[config.mk]
export PLATFORM = sky130hd
export DESIGN_NAME = regfile_wb_arbiter_flat
export DESIGN_NICKNAME = d
export VERILOG_FILES = /design/src/rtl/regfile_wb_arbiter_if.sv /design/src/rtl/regfile_wb_arbiter.sv /design/src/flat_wrapper.sv
export SDC_FILE = /design/constraint.sdc
export NUM_CORES = 1
export LEC_CHECK = 0
export ABC_AREA = 0
export BUFFER_PORTS_ARGS = -buffer_cell sky130_fd_sc_hd__buf_2
export CAP_MARGIN = 40
export CELL_PAD_IN_SITES_DETAIL_PLACEMENT = 2
export CELL_PAD_IN_SITES_GLOBAL_PLACEMENT = 2
export CORE_MARGIN = 4
export CORE_UTILIZATION = 22
export DETAILED_ROUTE_END_ITERATION = 12
export GPL_ROUTABILITY_DRIVEN = 0
export PLACE_DENSITY_LB_ADDON = 0.1
export SYNTH_ARGS = -nofsm -noshare
export SYNTH_HDL_FRONTEND = slang
export SYNTH_SLANG_ARGS = --single-unit
[constraint.sdc]
create_clock -name clk -period 3.1 [get_ports clk]
set_input_delay 0.775 -clock clk [delete_from_list [all_inputs] [get_ports clk]]
set_output_delay 0.775 -clock clk [all_outputs]
set_load 0.01 [all_outputs]
[src/rtl/regfile_wb_arbiter_if.sv]
// regfile_wb_arbiter_if: writeback request, register-file write and scoreboard signals for regfile_wb_arbiter
interface regfile_wb_arbiter_if #(
    parameter int DATA_W = 32,
    parameter int ADDR_W = 5
);
    logic              a_valid;
    logic [ADDR_W-1:0] a_reg;
    logic [DATA_W-1:0] a_data;
    logic              a_ready;
    logic              b_valid;
    logic [ADDR_W-1:0] b_reg;
    logic [DATA_W-1:0] b_data;
    logic              b_ready;
    logic              RegWrite_control;
    logic [ADDR_W-1:0] Write_reg;
    logic [DATA_W-1:0] Write_data;
    logic              rsv_valid;
    logic [ADDR_W-1:0] rsv_reg;
    logic [ADDR_W-1:0] chk_reg1;
    logic [ADDR_W-1:0] chk_reg2;
    logic              busy1;
    logic              busy2;

    modport master (
        output a_valid, a_reg, a_data, b_valid, b_reg, b_data,
        output rsv_valid, rsv_reg, chk_reg1, chk_reg2,
        input  a_ready, b_ready, RegWrite_control, Write_reg, Write_data, busy1, busy2
    );

    modport slave (
        input  a_valid, a_reg, a_data, b_valid, b_reg, b_data,
        input  rsv_valid, rsv_reg, chk_reg1, chk_reg2,
        output a_ready, b_ready, RegWrite_control, Write_reg, Write_data, busy1, busy2
    );
endinterface

[src/rtl/regfile_wb_arbiter.sv]
// regfile_wb_arbiter: round-robin writeback arbiter for the register file write port; REGFILE_WB_SCOREBOARD_EN adds the busy scoreboard
module regfile_wb_arbiter #(
    parameter int DATA_W = 32,
    parameter int ADDR_W = 5
) (
    input logic clk,
    input logic reset,
    regfile_wb_arbiter_if.slave bus
);
    logic              prio;
    logic              a_grant;
    logic              b_grant;
    logic              grant;
    logic [ADDR_W-1:0] sel_reg;
    logic [DATA_W-1:0] sel_data;

    always_comb begin
        a_grant  = reset && bus.a_valid && (!bus.b_valid || !prio);
        b_grant  = reset && bus.b_valid && (!bus.a_valid || prio);
        grant    = a_grant || b_grant;
        sel_reg  = a_grant ? bus.a_reg : bus.b_reg;
        sel_data = a_grant ? bus.a_data : bus.b_data;
    end

    assign bus.a_ready = a_grant;
    assign bus.b_ready = b_grant;

    // prio points at the loser so contending requesters alternate
    always_ff @(posedge clk) begin
        if (!reset) begin
            prio                 <= 1'b0;
            bus.RegWrite_control <= 1'b0;
            bus.Write_reg        <= '0;
            bus.Write_data       <= '0;
        end else begin
            bus.RegWrite_control <= grant && (sel_reg != '0);
            if (grant) begin
                prio           <= a_grant;
                bus.Write_reg  <= sel_reg;
                bus.Write_data <= sel_data;
            end
        end
    end

`ifdef REGFILE_WB_SCOREBOARD_EN
    logic [2**ADDR_W-1:0] busy;

    // set is written last so it wins over a same-edge clear; bit 0 is never set
    always_ff @(posedge clk) begin
        if (!reset) begin
            busy <= '0;
        end else begin
            if (bus.RegWrite_control) busy[bus.Write_reg] <= 1'b0;
            if (bus.rsv_valid && bus.rsv_reg != '0) busy[bus.rsv_reg] <= 1'b1;
        end
    end

    assign bus.busy1 = busy[bus.chk_reg1];
    assign bus.busy2 = busy[bus.chk_reg2];
`else
    assign bus.busy1 = 1'b0;
    assign bus.busy2 = 1'b0;
`endif
endmodule

[src/flat_wrapper.sv]
// flat-port wrapper written by rule: the top's interface ports become plain ports
module regfile_wb_arbiter_flat 
#(
    parameter int DATA_W = 32,
    parameter int ADDR_W = 5
)
  (clk, reset, bus_a_valid, bus_a_reg, bus_a_data, bus_b_valid, bus_b_reg, bus_b_data, bus_rsv_valid, bus_rsv_reg, bus_chk_reg1, bus_chk_reg2, bus_a_ready, bus_b_ready, bus_RegWrite_control, bus_Write_reg, bus_Write_data, bus_busy1, bus_busy2);
  regfile_wb_arbiter_if #(.DATA_W(DATA_W), .ADDR_W(ADDR_W)) bus_i ();
  input logic clk;
  input logic reset;
  input wire logic [$bits(bus_i.a_valid)-1:0] bus_a_valid;
  input wire logic [$bits(bus_i.a_reg)-1:0] bus_a_reg;
  input wire logic [$bits(bus_i.a_data)-1:0] bus_a_data;
  input wire logic [$bits(bus_i.b_valid)-1:0] bus_b_valid;
  input wire logic [$bits(bus_i.b_reg)-1:0] bus_b_reg;
  input wire logic [$bits(bus_i.b_data)-1:0] bus_b_data;
  input wire logic [$bits(bus_i.rsv_valid)-1:0] bus_rsv_valid;
  input wire logic [$bits(bus_i.rsv_reg)-1:0] bus_rsv_reg;
  input wire logic [$bits(bus_i.chk_reg1)-1:0] bus_chk_reg1;
  input wire logic [$bits(bus_i.chk_reg2)-1:0] bus_chk_reg2;
  output wire logic [$bits(bus_i.a_ready)-1:0] bus_a_ready;
  output wire logic [$bits(bus_i.b_ready)-1:0] bus_b_ready;
  output wire logic [$bits(bus_i.RegWrite_control)-1:0] bus_RegWrite_control;
  output wire logic [$bits(bus_i.Write_reg)-1:0] bus_Write_reg;
  output wire logic [$bits(bus_i.Write_data)-1:0] bus_Write_data;
  output wire logic [$bits(bus_i.busy1)-1:0] bus_busy1;
  output wire logic [$bits(bus_i.busy2)-1:0] bus_busy2;
  assign bus_i.a_valid = bus_a_valid;
  assign bus_i.a_reg = bus_a_reg;
  assign bus_i.a_data = bus_a_data;
  assign bus_i.b_valid = bus_b_valid;
  assign bus_i.b_reg = bus_b_reg;
  assign bus_i.b_data = bus_b_data;
  assign bus_i.rsv_valid = bus_rsv_valid;
  assign bus_i.rsv_reg = bus_rsv_reg;
  assign bus_i.chk_reg1 = bus_chk_reg1;
  assign bus_i.chk_reg2 = bus_chk_reg2;
  assign bus_a_ready = bus_i.a_ready;
  assign bus_b_ready = bus_i.b_ready;
  assign bus_RegWrite_control = bus_i.RegWrite_control;
  assign bus_Write_reg = bus_i.Write_reg;
  assign bus_Write_data = bus_i.Write_data;
  assign bus_busy1 = bus_i.busy1;
  assign bus_busy2 = bus_i.busy2;
  regfile_wb_arbiter #(.DATA_W(DATA_W), .ADDR_W(ADDR_W)) u_core (.clk(clk), .reset(reset), .bus(bus_i));
endmodule
**Word-level counts from Yosys, hierarchy flattened**

Cells that the tools add are included.

- Flip-flop bits (word level): 39
- Bits of input ports: 94
- Output and inout bits: 42
- Word-level logic and storage cells: 18

- Mux-type cells: 2
- Reductions and logical operators: 12

Operators with widths:

| cell | number |
|---|---|
| $mux W32 | 1 |
| $logic_and A1 B1 Y1 | 5 |
| $mux W5 | 1 |
| $reduce_bool A5 Y1 | 1 |
| $logic_not A1 Y1 | 3 |
| $logic_or A1 B1 Y1 | 3 |

**Longest topological paths before layout**

- Depth after elaboration: 6
- Mapped depth: 6
- Depth with buffers taken out: 4

**Worst setup path before layout**

OpenSTA, ideal clock, no wires.

- Kind: input-to-output
- Start: in bus_b_valid
- End: out bus_a_ready
- Arrival time: 1.224 ns
- Data required time: 2.325 ns
- Setup slack: 1.101 ns
- Cell stages on the path: 3
- Buffers on the path: 0
- Cell sequence: nand2_1 -> nand3_2 -> inv_1

- Longest elaborated chain between the ends: 3

RTL lines:

| element | line | RTL |
|---|---|---|
| start, declared | flat_wrapper.sv:14 | `input wire logic [$bits(bus_i.b_valid)-1:0] bus_b_valid;` |
| $logic_not A1 Y1 | regfile_wb_arbiter.sv:18 | `a_grant = reset && bus.a_valid && (!bus.b_valid \|\| !prio);` |
| $logic_or A1 B1 Y1 | regfile_wb_arbiter.sv:18 |  |
| $logic_and A1 B1 Y1 | regfile_wb_arbiter.sv:18 |  |
| end, declared | flat_wrapper.sv:21 | `output wire logic [$bits(bus_i.a_ready)-1:0] bus_a_ready;` |

Every way passes these cells.

**Worst setup path in the final report**

Ends and elaborated chain as after synthesis.

==> impl_metrics.toml <==
[clocking]
clk_pin_slew_worst_paths_ns = 0.07
htree_levels = 2
postCtsResizedCells = 0
root_buffer = "clkbuf_8"
clock_latency_ns = 0.29
cts_setup_buffers = 0
cts.sink_count = 39
cts_buffers = 5
hold_buffers = 0
cts_tree = "done"
cts_buffer_depth = 2

[synthesis]
synth_top_flop_cell = "dfxtp_1"
ys_ff_latch = 39
synth_top_cell_by_area = "dfxtp_1"
synth-async-reset-ratio_pct = 0
synth-edff-count = 0
syn_inst = 158
syn_area_per_cell_sq_um = 10.9
ys_seq_area_share_pct = 45.3
synth_top_area_share_pct = 45.3
synthDistinctLibCells = 22
synthTopCellsByArea = "dfxtp_1 (45%), o221a_2 (21%), o21a_1 (14%)"
syn_area_sq_mm = 0.00172
synth_warnings = 0

[global_routing]
grtUsageTotal_pct = 13.6
grt_antenna_before_repair = 0
grt_overflow = 0
grt_pass1_wl_um = 9720
grt_max_degree = 34
grt_pass1_vias = 1960

[routing]
drt_pass1_iterations = 3
num_vias = 1736
routed_via_density = 4.69
drt-initial-drc-count = 31
routed_wl_um = 6390
drc_errors = 0
drt.antenna.violating_nets = 0
wire_per_inst_um = 17.3

[hold_path]
holdPathStages = 2
min_path_type = "register to register"
hold_end = "u_core.prio$_SDFFE_PN0P_"
hold_start = "u_core.prio$_SDFFE_PN0P_"

[layout]
multi_input_area_sq_um = 801
nFillCells = 893
largest_reg_flops = 32
seq_area_sq_um = 781
num_antenna_cells = 0
drive_above_1_share_pct = 59.4
area_delta_synth_final_pct = 41.3
fin_nets = 364
fin_util_pct = 32.7

[sta]
rsz0062_at_grt = "no"
fmax_mhz = 425
finalSetupViolations = 0
finalCritPeriodShare_pct = 75.9
fin_ws_ns = 0.747
setup_tns_ns = 0
skew_ns = 0.00841
worst_pin_slew_ns = 0.642
slew_violations = 0
relSlewSlack_pct = 57.1
fin_crit_ns = 2.35
final_hold_viol_count = 0

[placement]
dp_hpwl_um = 4840
portBuffers = 117
place_ws_ns = 0.768

[floorplanning]
initial_core_util_pct = 23.1
num_rows = 31
fp.dieArea_sq_mm = 0.00930
die_h_um = 96.5
io_pins = 136
core_area_sq_mm = 0.00745
die_w_um = 96.5

[run]
cap_violations = 0

[critical_path]
r2r-start = "u_core.prio$_SDFFE_PN0P_"
worstPathArrival_ns = 1.58
r2r_slack_ns = 1.44
ff2ff_path_depth = 4
r2r_end = "u_core.bus.Write_data[17]$_SDFFE_PN0P_"
worst-path-max-fanout = 6
cp-start-kind = "input pin"
required_ns = 2.32
crit_path_end_kind = "primary output"
crit_type = "input pin to primary output"

[power_and_ir_drop]
p_per_area_mw_per_mm2 = 475
ir_worst_vdd_mv = 0.136
p_leak_nw = 1.15

[status]
run_status = "complete, no violations"
[through the flow]
step | instance area (sq um) | instances | power [W] | hold slack (ns)
after floorplan | 1730 | 159 | 0.000715 | 0.464
after global placement | 2350 | 362 | 0.000832 | 0.488
after detailed placement | 2350 | 362 | 0.000837 | 0.507
after CTS | 2430 | 370 | 0.00119 | 0.519
after global routing | 2430 | 370 | 0.00124 | 0.563
final | 2430 | 370 | 0.00116 | 0.515
[report_power, final]
group / internal, W / switching (W) / total [W]
clock network: 0.000158 / 0.000179 / 0.000338
registers: 0.000546 / 0.0000215 / 0.000567
logic: 0.000127 / 0.000124 / 0.000251
[routing by layer]
metal	vias to the layer above	GRT usage, %	part of all wire, %
li1	842	-	-
met1	817	15.8	42
met2	72	23.4	47
met3	5	5.34	10
met4	0	3.15	0.84
met5	-	0	0
[area by class of cell]
class | instances | area share (%)
Multi-Input combinational cell | 96 | 32.9
Sequential cell | 39 | 32.1
Timing Repair Buffer | 122 | 25.6
Tap cell | 99 | 5.09
Clock buffer | 7 | 3.14
Inverter | 6 | 0.926
Clock inverter | 1 | 0.206
[kinds of logic after synthesis]
logic type | count (synthesis) | share of synthesized area (%)
compound gates | 81 | 42.0
flops | 39 | 45.3
buf+inv | 24 | 8.36
simple gates | 13 | 4.07
other cells | 1 | 0.218
[worst max-delay path by stage]
stage,start,to,slack [ns],cells past startpoint
2_1_floorplan,bus_b_valid,bus_a_ready,1.10,3
3_3_place_gp,bus_b_valid,bus_a_ready,0.76,5
3_5_place_dp,bus_b_valid,bus_a_ready,0.77,5
4_1_cts,bus_b_valid,bus_a_ready,0.75,5
5_1_grt,bus_b_valid,bus_a_ready,0.70,5
6_report,bus_b_valid,bus_a_ready,0.75,5
[cell usage in the layout, fill, tap and decap left out, drive strengths merged]
master,count
o2bb2ai,1
o21ai,5
buf,122
a211oi,5
o221a,32
dfxtp,39
nand3,1
o21a,32
nand2,3
nor3,1
nand2b,2
a21boi,1
clkbuf,7
and3,1
clkinv,1
a311oi,5
nor2,3
conb,2
or4,1
inv,6
or2,1
[synthesized netlist by cell type (2+ instances only)]
cell type	n
a211oi_1	5
a311oi_1	5
buf_2	7
buf_4	2
buf_6	5
clkbuf_1	4
dfxtp_1	39
inv_1	6
nand2_1	3
nand2b_1	2
nor2_1	3
o21a_1	32
o21ai_0	5
o221a_2	32
[critical path, stage by stage]
cell	delay, ns
buf_2	0.13
nand2_1	0.19
nand3_2	0.11
inv_1	0.20
buf_2	0.17
Power figures use the tool's default switching activity.
